### config.mk
export PLATFORM = sky130hd
export DESIGN_NAME = muldiv_unit
export DESIGN_NICKNAME = d
export VERILOG_FILES = /design/src/rtl/muldiv_pkg.sv /design/src/rtl/muldiv_step.sv /design/src/rtl/muldiv_unit.sv
export SDC_FILE = /design/constraint.sdc
export NUM_CORES = 1
export LEC_CHECK = 0
export ABC_AREA = 1
export BUFFER_PORTS_ARGS = -buffer_cell sky130_fd_sc_hd__buf_2
export CAP_MARGIN = 20
export CORE_AREA = 5 5 183 185
export DETAILED_ROUTE_END_ITERATION = 8
export DIE_AREA = 0 0 188 190
export SETUP_SLACK_MARGIN = 0.3
export SKIP_LAST_GASP = 1
export SLEW_MARGIN = 20
export SYNTH_ARGS = -nofsm -noshare
export SYNTH_HDL_FRONTEND = slang
export SYNTH_SLANG_ARGS = --single-unit
export TNS_END_PERCENT = 50
### constraint.sdc
create_clock -name clk -period 6.4 [get_ports clk]
set_clock_uncertainty 0.2 [all_clocks]
set_input_delay 0.32 -clock clk [delete_from_list [all_inputs] [get_ports clk]]
set_output_delay 0.32 -clock clk [all_outputs]
set_load 0.005 [all_outputs]
### src/rtl/muldiv_pkg.sv
// muldiv_pkg: shared definitions for the iterative multiply/divide unit.
//   op_e    - operation codes presented on muldiv_unit.op
//   state_e - controller states (IDLE -> RUN -> FIX -> IDLE)
//   OP_W    - width of the op field
package muldiv_pkg;

    localparam int OP_W = 3;

    typedef enum logic [OP_W-1:0] {
        OP_MULT  = 3'd0,
        OP_MULTU = 3'd1,
        OP_DIV   = 3'd2,
        OP_DIVU  = 3'd3,
        OP_MTHI  = 3'd4,
        OP_MTLO  = 3'd5
    } op_e;

    typedef enum logic [1:0] {
        ST_IDLE = 2'd0,
        ST_RUN  = 2'd1,
        ST_FIX  = 2'd2
    } state_e;

endpackage

### src/rtl/muldiv_step.sv
// muldiv_step: one iteration of the unsigned magnitude datapath.
// Build option: MULDIV_DIV_EN adds the restoring-divide path and the is_div port.
// Ports:
//   is_div   - (MULDIV_DIV_EN only) select divide step instead of multiply step
//   acc_hi   - multiply: partial product high half / divide: partial remainder
//   acc_lo   - multiply: remaining multiplier bits  / divide: dividend shifting into quotient
//   opnd     - multiplicand magnitude or divisor magnitude
//   hi_next, lo_next - accumulator after this iteration
module muldiv_step
    import muldiv_pkg::*;
#(
    parameter int WIDTH = 32
) (
`ifdef MULDIV_DIV_EN
    input  logic             is_div,
`endif
    input  logic [WIDTH-1:0] acc_hi,
    input  logic [WIDTH-1:0] acc_lo,
    input  logic [WIDTH-1:0] opnd,
    output logic [WIDTH-1:0] hi_next,
    output logic [WIDTH-1:0] lo_next
);

    // Shift-add: add the multiplicand when the multiplier LSB is set, then
    // shift the {carry, hi, lo} triple right one place.
    logic [WIDTH:0] mul_sum;
    assign mul_sum = {1'b0, acc_hi} + (acc_lo[0] ? {1'b0, opnd} : {(WIDTH+1){1'b0}});

`ifdef MULDIV_DIV_EN
    // Restoring divide: shift the next dividend bit into the remainder and keep
    // the trial difference only when it does not go negative.
    logic [WIDTH:0] div_shift;
    logic [WIDTH:0] div_trial;
    assign div_shift = {acc_hi, acc_lo[WIDTH-1]};
    assign div_trial = div_shift - {1'b0, opnd};

    always_comb begin
        hi_next = mul_sum[WIDTH:1];
        lo_next = {mul_sum[0], acc_lo[WIDTH-1:1]};
        if (is_div) begin
            if (!div_trial[WIDTH]) begin
                hi_next = div_trial[WIDTH-1:0];
                lo_next = {acc_lo[WIDTH-2:0], 1'b1};
            end else begin
                hi_next = div_shift[WIDTH-1:0];
                lo_next = {acc_lo[WIDTH-2:0], 1'b0};
            end
        end
    end
`else
    assign hi_next = mul_sum[WIDTH:1];
    assign lo_next = {mul_sum[0], acc_lo[WIDTH-1:1]};
`endif

endmodule

### src/rtl/muldiv_unit.sv
// muldiv_unit: iterative MULT/MULTU/DIV/DIVU with HI/LO registers and MTHI/MTLO.
// Build option: define MULDIV_DIV_EN to build the divider; without it DIV/DIVU
// starts are rejected with a one-cycle err pulse.
// Ports:
//   clk, reset      - clock, asynchronous active-high reset
//   start, op, a, b - operation request (sampled in IDLE only)
//   cancel          - abort an operation in RUN or FIX
//   busy            - operation in RUN or FIX
//   done            - one-cycle pulse when new hi/lo are visible
//   err             - one-cycle pulse for a rejected start
//   hi, lo          - architectural HI/LO registers
module muldiv_unit
    import muldiv_pkg::*;
#(
    parameter int WIDTH = 32,
    parameter int CNT_W = $clog2(WIDTH + 1)
) (
    input  logic             clk,
    input  logic             reset,
    input  logic             start,
    input  logic [2:0]       op,
    input  logic [WIDTH-1:0] a,
    input  logic [WIDTH-1:0] b,
    input  logic             cancel,
    output logic             busy,
    output logic             done,
    output logic             err,
    output logic [WIDTH-1:0] hi,
    output logic [WIDTH-1:0] lo
);

    state_e             state_reg, state_next;
    logic [CNT_W-1:0]   cnt_reg;
    logic [WIDTH-1:0]   acc_hi_reg, acc_lo_reg, opnd_reg;
    logic               neg_q_reg;
    logic [WIDTH-1:0]   hi_reg, lo_reg;
    logic               done_reg, err_reg;
    logic               run_step, fix_commit;
    logic [WIDTH-1:0]   step_hi, step_lo;

    // Request decode
    op_e              op_in;
    logic             op_mul, op_divide, op_signed;
    logic             a_neg, b_neg;
    logic [WIDTH-1:0] a_mag, b_mag;
    logic             launch, reject;

    assign op_in     = op_e'(op);
    assign op_mul    = (op_in == OP_MULT) || (op_in == OP_MULTU);
    assign op_divide = (op_in == OP_DIV)  || (op_in == OP_DIVU);
    assign op_signed = (op_in == OP_MULT) || (op_in == OP_DIV);
    assign a_neg     = op_signed && a[WIDTH-1];
    assign b_neg     = op_signed && b[WIDTH-1];
    // The most negative value maps to itself, which is its correct unsigned magnitude.
    assign a_mag     = a_neg ? -a : a;
    assign b_mag     = b_neg ? -b : b;

`ifdef MULDIV_DIV_EN
    logic is_div_reg, neg_r_reg, div_zero_reg;
    assign launch = start && (op_mul || op_divide);
    assign reject = 1'b0;
`else
    assign launch = start && op_mul;
    assign reject = start && op_divide;
`endif

    // Sign correction applied in FIX
    logic [2*WIDTH-1:0] prod_raw, prod_fix;
    logic [WIDTH-1:0]   res_hi, res_lo;
    assign prod_raw = {acc_hi_reg, acc_lo_reg};
    assign prod_fix = neg_q_reg ? -prod_raw : prod_raw;

`ifdef MULDIV_DIV_EN
    logic [WIDTH-1:0] quo_fix, rem_fix;
    // Divide by zero: the restoring loop leaves |a| in the remainder, so the
    // dividend-sign correction restores a exactly; only the quotient is forced.
    assign quo_fix = div_zero_reg ? {WIDTH{1'b1}} : (neg_q_reg ? -acc_lo_reg : acc_lo_reg);
    assign rem_fix = neg_r_reg ? -acc_hi_reg : acc_hi_reg;
    assign res_hi  = is_div_reg ? rem_fix : prod_fix[2*WIDTH-1:WIDTH];
    assign res_lo  = is_div_reg ? quo_fix : prod_fix[WIDTH-1:0];
`else
    assign res_hi  = prod_fix[2*WIDTH-1:WIDTH];
    assign res_lo  = prod_fix[WIDTH-1:0];
`endif

    muldiv_step #(.WIDTH(WIDTH)) u_step (
`ifdef MULDIV_DIV_EN
        .is_div  (is_div_reg),
`endif
        .acc_hi  (acc_hi_reg),
        .acc_lo  (acc_lo_reg),
        .opnd    (opnd_reg),
        .hi_next (step_hi),
        .lo_next (step_lo)
    );

    // FSM: state register
    always_ff @(posedge clk or posedge reset) begin
        if (reset) state_reg <= ST_IDLE;
        else       state_reg <= state_next;
    end

    // FSM: next state
    always_comb begin
        state_next = state_reg;
        case (state_reg)
            ST_IDLE: if (launch) state_next = ST_RUN;
            ST_RUN: begin
                if (cancel)                             state_next = ST_IDLE;
                else if (cnt_reg == CNT_W'(WIDTH - 1))  state_next = ST_FIX;
            end
            ST_FIX:  state_next = ST_IDLE;
            default: state_next = ST_IDLE;
        endcase
    end

    // FSM: outputs
    always_comb begin
        busy       = (state_reg == ST_RUN) || (state_reg == ST_FIX);
        run_step   = (state_reg == ST_RUN) && !cancel;
        fix_commit = (state_reg == ST_FIX) && !cancel;
    end

    // Datapath and architectural registers
    always_ff @(posedge clk or posedge reset) begin
        if (reset) begin
            cnt_reg      <= '0;
            acc_hi_reg   <= '0;
            acc_lo_reg   <= '0;
            opnd_reg     <= '0;
            neg_q_reg    <= 1'b0;
            hi_reg       <= '0;
            lo_reg       <= '0;
            done_reg     <= 1'b0;
            err_reg      <= 1'b0;
`ifdef MULDIV_DIV_EN
            is_div_reg   <= 1'b0;
            neg_r_reg    <= 1'b0;
            div_zero_reg <= 1'b0;
`endif
        end else begin
            done_reg <= 1'b0;
            err_reg  <= 1'b0;
            if (state_reg == ST_IDLE) begin
                if (launch) begin
                    cnt_reg    <= '0;
                    acc_hi_reg <= '0;
                    neg_q_reg  <= a_neg ^ b_neg;
`ifdef MULDIV_DIV_EN
                    is_div_reg   <= op_divide;
                    neg_r_reg    <= a_neg;
                    div_zero_reg <= (b == '0);
                    opnd_reg     <= op_divide ? b_mag : a_mag;
                    acc_lo_reg   <= op_divide ? a_mag : b_mag;
`else
                    opnd_reg     <= a_mag;
                    acc_lo_reg   <= b_mag;
`endif
                end else if (start && op_in == OP_MTHI) begin
                    hi_reg <= a;
                end else if (start && op_in == OP_MTLO) begin
                    lo_reg <= a;
                end else if (reject) begin
                    err_reg <= 1'b1;
                end
            end
            if (run_step) begin
                acc_hi_reg <= step_hi;
                acc_lo_reg <= step_lo;
                cnt_reg    <= cnt_reg + CNT_W'(1);
            end
            if (fix_commit) begin
                hi_reg   <= res_hi;
                lo_reg   <= res_lo;
                done_reg <= 1'b1;
            end
        end
    end

    assign done = done_reg;
    assign err  = err_reg;
    assign hi   = hi_reg;
    assign lo   = lo_reg;

endmodule

== Word-level counts from Yosys, hierarchy flattened ==
Index checks and enable logic that the tools add are counted.
Word-level totals
  bits in read-only memories: 0
  output and inout port bits: 67
  bits in latches: 0
  flip-flop bits (word level): 171
  bits of input ports: 71
  memories: 0
  logic and storage cells: 85
  memory bits (writable): 0
Cells by class
  $mul: 0
  equal/unequal tests: 12
  magnitude comparators: 0
  shift-type cells: 0
  bitwise logic cells: 1
  reduce and logical (&&, ||, !) cells: 25
  $add $sub $neg: 5
  multiplexer cells: 32
  divide/modulo/power cells: 0
Operators by type and width (number)
  $mux W32: 18
  $mux W64: 1
  $neg A32 Y32: 2
  $neg A64 Y64: 1
  $add A32 B33 Y33: 1
  $mux W6: 3
  $reduce_bool A2 Y1: 5
  $logic_and A1 B1 Y1: 8
  $add A6 B1 Y6 const B: 1
  $eq A3 B2 Y1 const B: 2
  $eq A3 B3 Y1 const B: 2
  $eq A6 B5 Y1 const B: 1
  $mux W1: 6
  $mux W2: 3
  $ne A2 B2 Y1 const B: 3
  $reduce_and A2 Y1: 3
  $logic_or A1 B1 Y1: 4
  $pmux W2 S2: 1
  $reduce_and A4 Y1: 1
  $eq A3 B1 Y1 const B: 1
  $logic_not A3 Y1: 1
  $ne A3 B3 Y1 const B: 1
  $reduce_and A3 Y1: 1
  $eq A2 B1 Y1 const B: 1
  4 further kinds: 4

== Longest topological paths before layout ==
Gate-level depths: netlist of run 1.
  depth after elaboration: 8
  depth in mapped cells: 17
  depth with buffers taken out: 16

== Modules after synthesis ==
A second synthesis of run 1 with hierarchy kept.
Second synthesis, totals
  cells, all modules: 2355
  area, all modules: 14357.5 um^2
Modules (own cells, without submodules)
  muldiv_unit: sequential area each 4279.1 um^2, instances 1, cells an instance 1752, area each 11487.3 um^2
  muldiv_step: sequential area each 0.0 um^2, instances 1, cells an instance 603, area each 2870.3 um^2

== Least setup slack after synthesis of run 1 ==
Ideal clock, no wire load.
  kind: reg2reg
  start: register acc_lo_reg[0]
  end: register acc_hi_reg[28]
  setup slack: 4.117 ns
  stages on the path, launching flop included: 15
  path buffers: 2
  clock period less this slack: 2.283 ns
  setup time: 0.118 ns
  data required time: 6.082 ns
  data arrival time: 1.965 ns
  path through: dfrtp_1 -> buf_2 -> clkbuf_1 -> nand2_1 -> inv_1 -> ha_1 -> or2_2 -> nand3_1 -> nand2_1 -> nand2_1 -> nand2_1 -> nand2_1 -> nand3_1 -> nand3_1 -> nand2_1
On the way
  cells in the longest elaborated chain, start to end: 3
RTL lines
  from (decl): RTL line muldiv_unit.sv:34  | logic [WIDTH-1:0] acc_hi_reg, acc_lo_reg, opnd_reg;
  from (signal assigned): RTL line muldiv_unit.sv:157  | acc_lo_reg <= b_mag;
  from (signal assigned): RTL line muldiv_unit.sv:169  | acc_lo_reg <= step_lo;
  $mux W32: RTL line muldiv_step.sv:27  | assign mul_sum = {1'b0, acc_hi} + (acc_lo[0] ? {1'b0, opnd} : {(WIDTH+1){1'b0}});
  $add A32 B33 Y33: RTL line muldiv_step.sv:27
  $mux W32: RTL line muldiv_unit.sv:167  | if (run_step) begin
  to (signal assigned): RTL line muldiv_unit.sv:168  | acc_hi_reg <= step_hi;
  to (decl): RTL line muldiv_unit.sv:34
Every way passes these cells.
A chain may end at the register's enable or synchronous reset.

== Worst setup path after layout of run 1 ==
  start: register state_reg[0]
  end: register lo_reg[30], in the netlist lo[30]
On the way
  cells in the longest elaborated chain, start to end: 4
  elaborated cells between the ends (all ways): 9
  classes of those cells: 3 x eq/ne; 1 x mux; 5 x reduce/logical
RTL lines
  from (decl): RTL line muldiv_unit.sv:32  | state_e state_reg, state_next;
  from (signal assigned): RTL line muldiv_unit.sv:100  | else state_reg <= state_next;
  $eq A2 B2 Y1: RTL line muldiv_unit.sv:121  | fix_commit = (state_reg == ST_FIX) && !cancel;
  $logic_and A1 B1 Y1: RTL line muldiv_unit.sv:121
  $ne A2 B2 Y1 (no source line) or $reduce_bool A2 Y1 (tied branches)
  $reduce_and A4 Y1 (no source line)
  to (signal assigned): RTL line muldiv_unit.sv:174  | lo_reg <= res_lo;
  to (decl): RTL line muldiv_unit.sv:36  | logic [WIDTH-1:0] hi_reg, lo_reg;
Parallel ways exist; a longest one is shown, timed or not.

==> impl_metrics.toml, run 1 <==
[outcome]
status = "complete, no violations"

[floorplanning]
die_h_um = 190
die_x_um = 188
fp.coreArea_mm2 = 0.0319
initial_core_util_pct = 44.2
rows = 66
ios = 138
dieArea_mm2 = 0.0357

[final_layout]
layout-drive-gt1-share_pct = 11.4
syn_to_final_growth_pct = 11.9
fin_nets = 2502
diodes = 0

[yosys]
async_flop_share_pct = 100
syn_area_per_cell_um2 = 6.20
synth.distinct_cells = 53
synthAdderAreaFrac_pct = 3.61
synth_edf_count = 0
synth_top_family_by_area = "simple AND/OR/NAND/NOR gates"
synth_compound_area_share_pct = 11.7
synth_mux_area_share_pct = 0
ys_ff_latch = 171
synth_cells = 2272
syn-cell-area_mm2 = 0.0141
synthFlopType = "dfrtp_1"
yosysSeqAreaShare_pct = 30.4
synth-xor-area-share_pct = 1.62
synthesis.nets = 2383
synth-warning-count = 0
synthSimpleGateAreaFrac_pct = 41.0

[timing]
slew_headroom_pct = 32.9
maxSlewViolCount = 0
min_period_over_period_pct = 47.2
setup_viol = 0
tns_ns = 0
layout_setup_ws_ns = 3.38
hold_viol_final = 0
worst_pin_slew_ns = 1.01
rsz0062_at_grt = "false"
finalCriticalPeriod_ns = 3.02
fmax_mhz = 331

[clock_tree]
clk_latency_ns = 0.47
clkSlewWorstSetupHoldPaths_ns = 0.08
clk_path_buf_depth = 2
root_buffer = "clkbuf_16"
cts_tree = "yes"
numCtsBuffers = 17
cts_sinks = 171
htreeDepth = 4
cts.repair.resized = 0

[worst_setup_path]
r2r-start = "state_reg[0]"
critPathMaxFanout = 65
worstSetupStartpoint = "state_reg[0]"
worstPathCellList = "inv_1 -> ha_1 -> nand2_1 -> buf_4 -> inv_2 -> buf_4 -> nor2_2 -> buf_4 -> nand2_1 -> o21ai_0 -> o21bai_1"
required_ns = 6.59
slowest_delay_ns = 0.53
path_class = "reg2reg"
crit_arrival_ns = 3.22
reg2regPathDepth = 11
crit_top_cell = "buf_4"
end_kind = "flop"
critPathSlowestCell = "nor2_2"
critPathLaunchType = "flop"

[pwr]
switchingPower_uw = 3670
swShare_pct = 52.5
ir_drop_uv = 243
comb_power_share_pct = 53.6
power_leakage_uw = 0.00851
power_density_mw_per_mm2 = 443
p_int_uw = 3320
power_frac_seq_pct = 31.5
clockPowerShare_pct = 15.0

[route]
ant_nets = 0
drc = 0
first_pass_iters = 5
wl_per_cell_um = 20.6
drt_wl_total_um = 57800
viasPerCell = 5.46
drt-initial-drc-count = 1582
vias = 15349

[grt]
grt_pass1_vias = 14578
grt_overflow = 0
grt_pass1_wl_um = 87100
antenna_found_initial = 0
grt_usage_pct = 31.9
grt_max_degree = 77

[placement]
place_hpwl_um = 45900
dp_slack_ns = 3.03
io_buffers = 137
place_congestion = 1.03

[min_path]
hold_class = "in2reg"
holdPathStages = 4
worstHoldStart = "b[29]"

[run]
max_cap_viol_count = 0
stage by stage:
stage | utilization (%) | instances | instance area (um^2) | hold WS [ns] | power [uW]
2_1_floorplan | - | 2272 | 14100 | 0.235 | 4490
3_3_place_gp | 47.2 | 2763 | 15000 | 0.253 | 5840
3_5_place_dp | 47.2 | 2763 | 15000 | 0.256 | 5860
4_1_cts | 49.5 | 2812 | 15800 | 0.00376 | 6940
5_1_grt | 49.5 | 2812 | 15800 | 0.00582 | 7530
6_report | 49.5 | 2812 | 15800 | 0.00122 | 6980
cell usage in the layout, fill, tap and decap left out, types with 3 or more instances in the layout:
cell / instances
nand3b_1: 6
inv_1: 329
o211ai_1: 22
nand3_2: 7
buf_4: 11
nor2_2: 24
a21oi_1: 52
or2_2: 5
o21ai_1: 26
nor2_1: 209
dfrtp_1: 169
buf_2: 137
clkinvlp_4: 5
nand4_1: 27
inv_6: 6
o22ai_1: 19
nand3_1: 227
nand2_1: 784
a21o_1: 3
ha_1: 39
o21ai_2: 3
inv_2: 19
xor2_1: 23
nand2_4: 3
or2_1: 4
o221ai_1: 17
o21ai_0: 100
xnor2_1: 3
dlygate4sd3_1: 17
o21bai_1: 18
nor2_4: 8
and2_1: 4
nor3_1: 16
a31oi_1: 3
inv_8: 3
nand2_2: 11
clkbuf_16: 17
critical path: cells and delay by family (launching register included):
kind                     cells  cell delay, ns
buffers and inverters        5            1.26
AND/OR/NAND/NOR              3            0.67
flip-flops                   1            0.39
adder cells (fa/ha/maj)      1            0.20
AO/OA/AOI/OAI                2            0.19
synth_stat cells (all sizes together) (11+ instances only):
| library cell | count | share of area [%] |
|---|---|---|
| nand3 | 236 | 8.8 |
| buf | 42 | 1.7 |
| nor2 | 243 | 7.6 |
| clkbuf | 23 | 0.62 |
| o21ai | 131 | 4.9 |
| o21bai | 18 | 0.96 |
| o22ai | 19 | 0.84 |
| o221ai | 17 | 1.1 |
| ha | 39 | 3.5 |
| nor3 | 17 | 0.64 |
| inv | 349 | 9.3 |
| nand4 | 29 | 1.4 |
| a21oi | 53 | 1.9 |
| xor2 | 23 | 1.4 |
| or2 | 11 | 0.49 |
| dfrtp | 171 | 30 |
| nand2 | 798 | 22 |
| o211ai | 22 | 1.2 |
power by group through the flow:
stage	Clock [uW]	Combinational [uW]	Sequential, uW
after floorplan	0	2600	1900
after global placement	0	3650	2200
after detailed placement	0	3680	2180
after CTS	1050	3710	2170
after global routing	1100	4200	2230
final	1040	3740	2200
routing by layer:
layer | global-route usage, % | part of all wire (%) | up-vias
met1 | 42.3 | 43 | 7206
met3 | 5.74 | 7.0 | 100
met2 | 51.3 | 45 | 612
li1 | - | - | 7431
met5 | 0 | 0 | -
met4 | 13.8 | 4.6 | 0
final timing paths:
kind | endpoint | slack (ns)
max in group asynchronous | opnd_reg[1] | 4.13
min in group asynchronous | acc_hi_reg[17] | 0.32
hold / removal | acc_lo_reg[29] | 0.001
setup reg to reg | lo[30] | 3.38
hold reg to reg | cnt_reg[5] | 0.26
setup / recovery | lo[30] | 3.38
cells by family after synthesis:
group                      count (synthesis)
and+or+nand+nor                         1345
buffers and inverters                    415
AOI/OAI and AO/OA                        275
DFF                                      171
adders and majority gates                 40
xor gates and xnor gates                  26
timing repair:
action                                 CTS  global route
endpoints found under the hold margin   89             0
hold buffers                            17             0
buffers inserted                         0             0
cell type report:
cell class	instances	area, um^2
clock inverters	15	129
flip-flops and latches	171	4280
repair buffers	165	938
clock buffers	17	425
fillers	3400	16100
well taps	408	510
inverters	350	1320
multi-input cells	1686	8160
(Power assumes the default switching activity.)
==> run 2: changes to the inputs <==
--- a/config.mk
+++ b/config.mk
@@ -11,6 +11,7 @@
 export CORE_AREA = 5 5 183 185
 export DETAILED_ROUTE_END_ITERATION = 8
 export DIE_AREA = 0 0 188 190
+export PLACE_DENSITY = 0.66
 export SETUP_SLACK_MARGIN = 0.3
 export SKIP_LAST_GASP = 1
 export SLEW_MARGIN = 20
==> constraint.sdc (replaced) <==
create_clock -name clk -period 2.5 [get_ports clk]
set_clock_uncertainty 0.2 [all_clocks]
set_input_delay 0.125 -clock clk [delete_from_list [all_inputs] [get_ports clk]]
set_output_delay 0.125 -clock clk [all_outputs]
set_load 0.005 [all_outputs]
==> impl_metrics.toml, run 2 (synthesized netlist as in run 1, its figures left out) <==
[clock_tree]
root_buffer = "clkbuf_16"
clk_path_buf_depth = 2
numCtsBuffers = 17
clkSlewWorstSetupHoldPaths_ns = 0.08
htreeDepth = 4
cts_sinks = 171
clk_latency_ns = 0.46
cts_tree = "yes"

[route]
drt-initial-drc-count = 1548
ant_nets = 0
first_pass_iters = 6
viasPerCell = 5.47
vias = 16331
drt_wl_total_um = 58700
drc = 0
wl_per_cell_um = 19.7

[final_layout]
diodes = 0
syn_to_final_growth_pct = 31.6
ff_latch_area_mm2 = 0.00428
post-route-util_pct = 58.2
final_cell_mix = "nand2_1, inv_1, nand3_1, nor2_1, dfrtp_1"
layout_commonest_cell = "nand2_1"
fin_nets = 2673
n_fill_cell = 3077
multi_input_area_mm2 = 0.00925
layout-drive-gt1-share_pct = 23.4

[timing]
setup_viol = 0
finalCriticalPeriod_ns = 2.44
fmax_mhz = 409
hold_slack_ns = 0.00665
rsz0062_at_grt = "true"
slew_headroom_pct = 51.6
worst_pin_slew_ns = 0.726
maxSlewViolCount = 0
hold_viol_final = 0
layout_setup_ws_ns = 0.0568
tns_ns = 0
min_period_over_period_pct = 97.7

[placement]
place_hpwl_um = 44900
dp_slack_ns = -0.0382
io_buffers = 137
place_congestion = 0.999

[worst_setup_path]
rr_endpoint = "acc_hi_reg[24]"
end_kind = "flop"
reg2regPathDepth = 14
path_class = "reg2reg"
critPathLaunchType = "flop"
crit_arrival_ns = 2.59
worstSetupStartpoint = "acc_lo_reg[0]"
regToRegSetupSlack_ns = 0.06
r2r-start = "acc_lo_reg[0]"
critPathMaxFanout = 7
required_ns = 2.65

[floorplanning]
ios = 138
initial_core_util_pct = 44.2
rows = 66
die_x_um = 188
die_h_um = 190
dieArea_mm2 = 0.0357
fp.coreArea_mm2 = 0.0319

[outcome]
status = "complete, no violations"

[grt]
antenna_found_initial = 2
grt_pass1_wl_um = 89500
grt_usage_pct = 32.1
grt_pass1_vias = 15582
grt_max_degree = 106
grt_overflow = 0

[min_path]
worstHoldStart = "b[16]"
holdPathEnd = "acc_lo_reg[17]"
hold_class = "in2reg"
holdPathStages = 7

[pwr]
p_int_uw = 10300
swShare_pct = 50.1
ir_drop_uv = 620
comb_power_share_pct = 59.7
power_density_mw_per_mm2 = 1110
power_frac_seq_pct = 27.0
clockPowerShare_pct = 13.2
switchingPower_uw = 10400
power_leakage_uw = 0.00951

[run]
max_cap_viol_count = 0
## run 2: changes by cell type in the layout (fill, tap and decap cells not counted), sizes merged, moves of 2 or more
cell | before | now
buf | 148 | 257
dlygate4sd3 | 17 | 75
clkbuf | 17 | 20
dlymetal6s4s | 0 | 2
inv | 357 | 355
## run 2: stage by stage
step / cell area [um^2] / instances / total power (uW)
6_report: 18500 / 2983 / 20600
5_1_grt: 18500 / 2983 / 22100
4_1_cts: 17700 / 2957 / 19500
3_5_place_dp: 15700 / 2840 / 15600
3_3_place_gp: 15700 / 2840 / 15500
2_1_floorplan: 14100 / 2272 / 11500
## run 2: power groups by stage
stage	clock network (uW)	logic [uW]	registers [uW]
4_1_cts	2770	11200	5490
3_5_place_dp	0	10200	5410
6_report	2740	12300	5580
2_1_floorplan	0	6650	4860
3_3_place_gp	0	10100	5440
5_1_grt	2890	13600	5700
## run 2: layout make-up
cell class | instances | area share, %
multi-input combinational | 1686 | 49.9
clock buffer | 18 | 2.31
tap | 408 | 2.75
clock inverter | 14 | 0.823
sequential | 171 | 23.1
timing repair buffer | 336 | 13.9
inverter | 350 | 7.17
## run 2: layer usage
metal,vias up,track usage [%],part of all wire [%]
met5,-,0,0.039
met2,710,50.8,45
met3,156,7.69,8.3
met4,4,13.2,4.8
li1,7799,-,-
met1,7662,42.4,42
## run 2: worst max path at each step
stage	end	slack, ns	cells past startpoint
after detailed placement	acc_hi_reg[23]	-0.04	13
after global placement	acc_hi_reg[23]	-0.03	13
final	acc_hi_reg[24]	0.06	14
after global routing	acc_hi_reg[24]	-0.1	14
after CTS	acc_hi_reg[24]	0.12	14
after floorplan	acc_hi_reg[0]	-0.008	1
## run 2: timing repair
item / 4_1_cts / 5_1_grt
pin swaps: 18 / 50
cloned: 0 / 2
hold buffers: 77 / 0
hold endpoints to repair: 291 / 0
endpoints found under the setup margin: 47 / 98
resized for setup: 119 / 192
setup buffers: 8 / 24
## run 2: worst max-delay path, stage by stage, from the launching register on
cell	delay, ns
dfrtp_2	0.52
buf_12	0.18
nand2_2	0.06
inv_2	0.05
ha_4	0.29
nand2_4	0.07
buf_6	0.13
nor2_4	0.09
nand3_1	0.10
nand3b_1	0.25
nand2_1	0.12
nand2_1	0.08
nand2_1	0.05
nand3_1	0.06
nand2_1	0.07
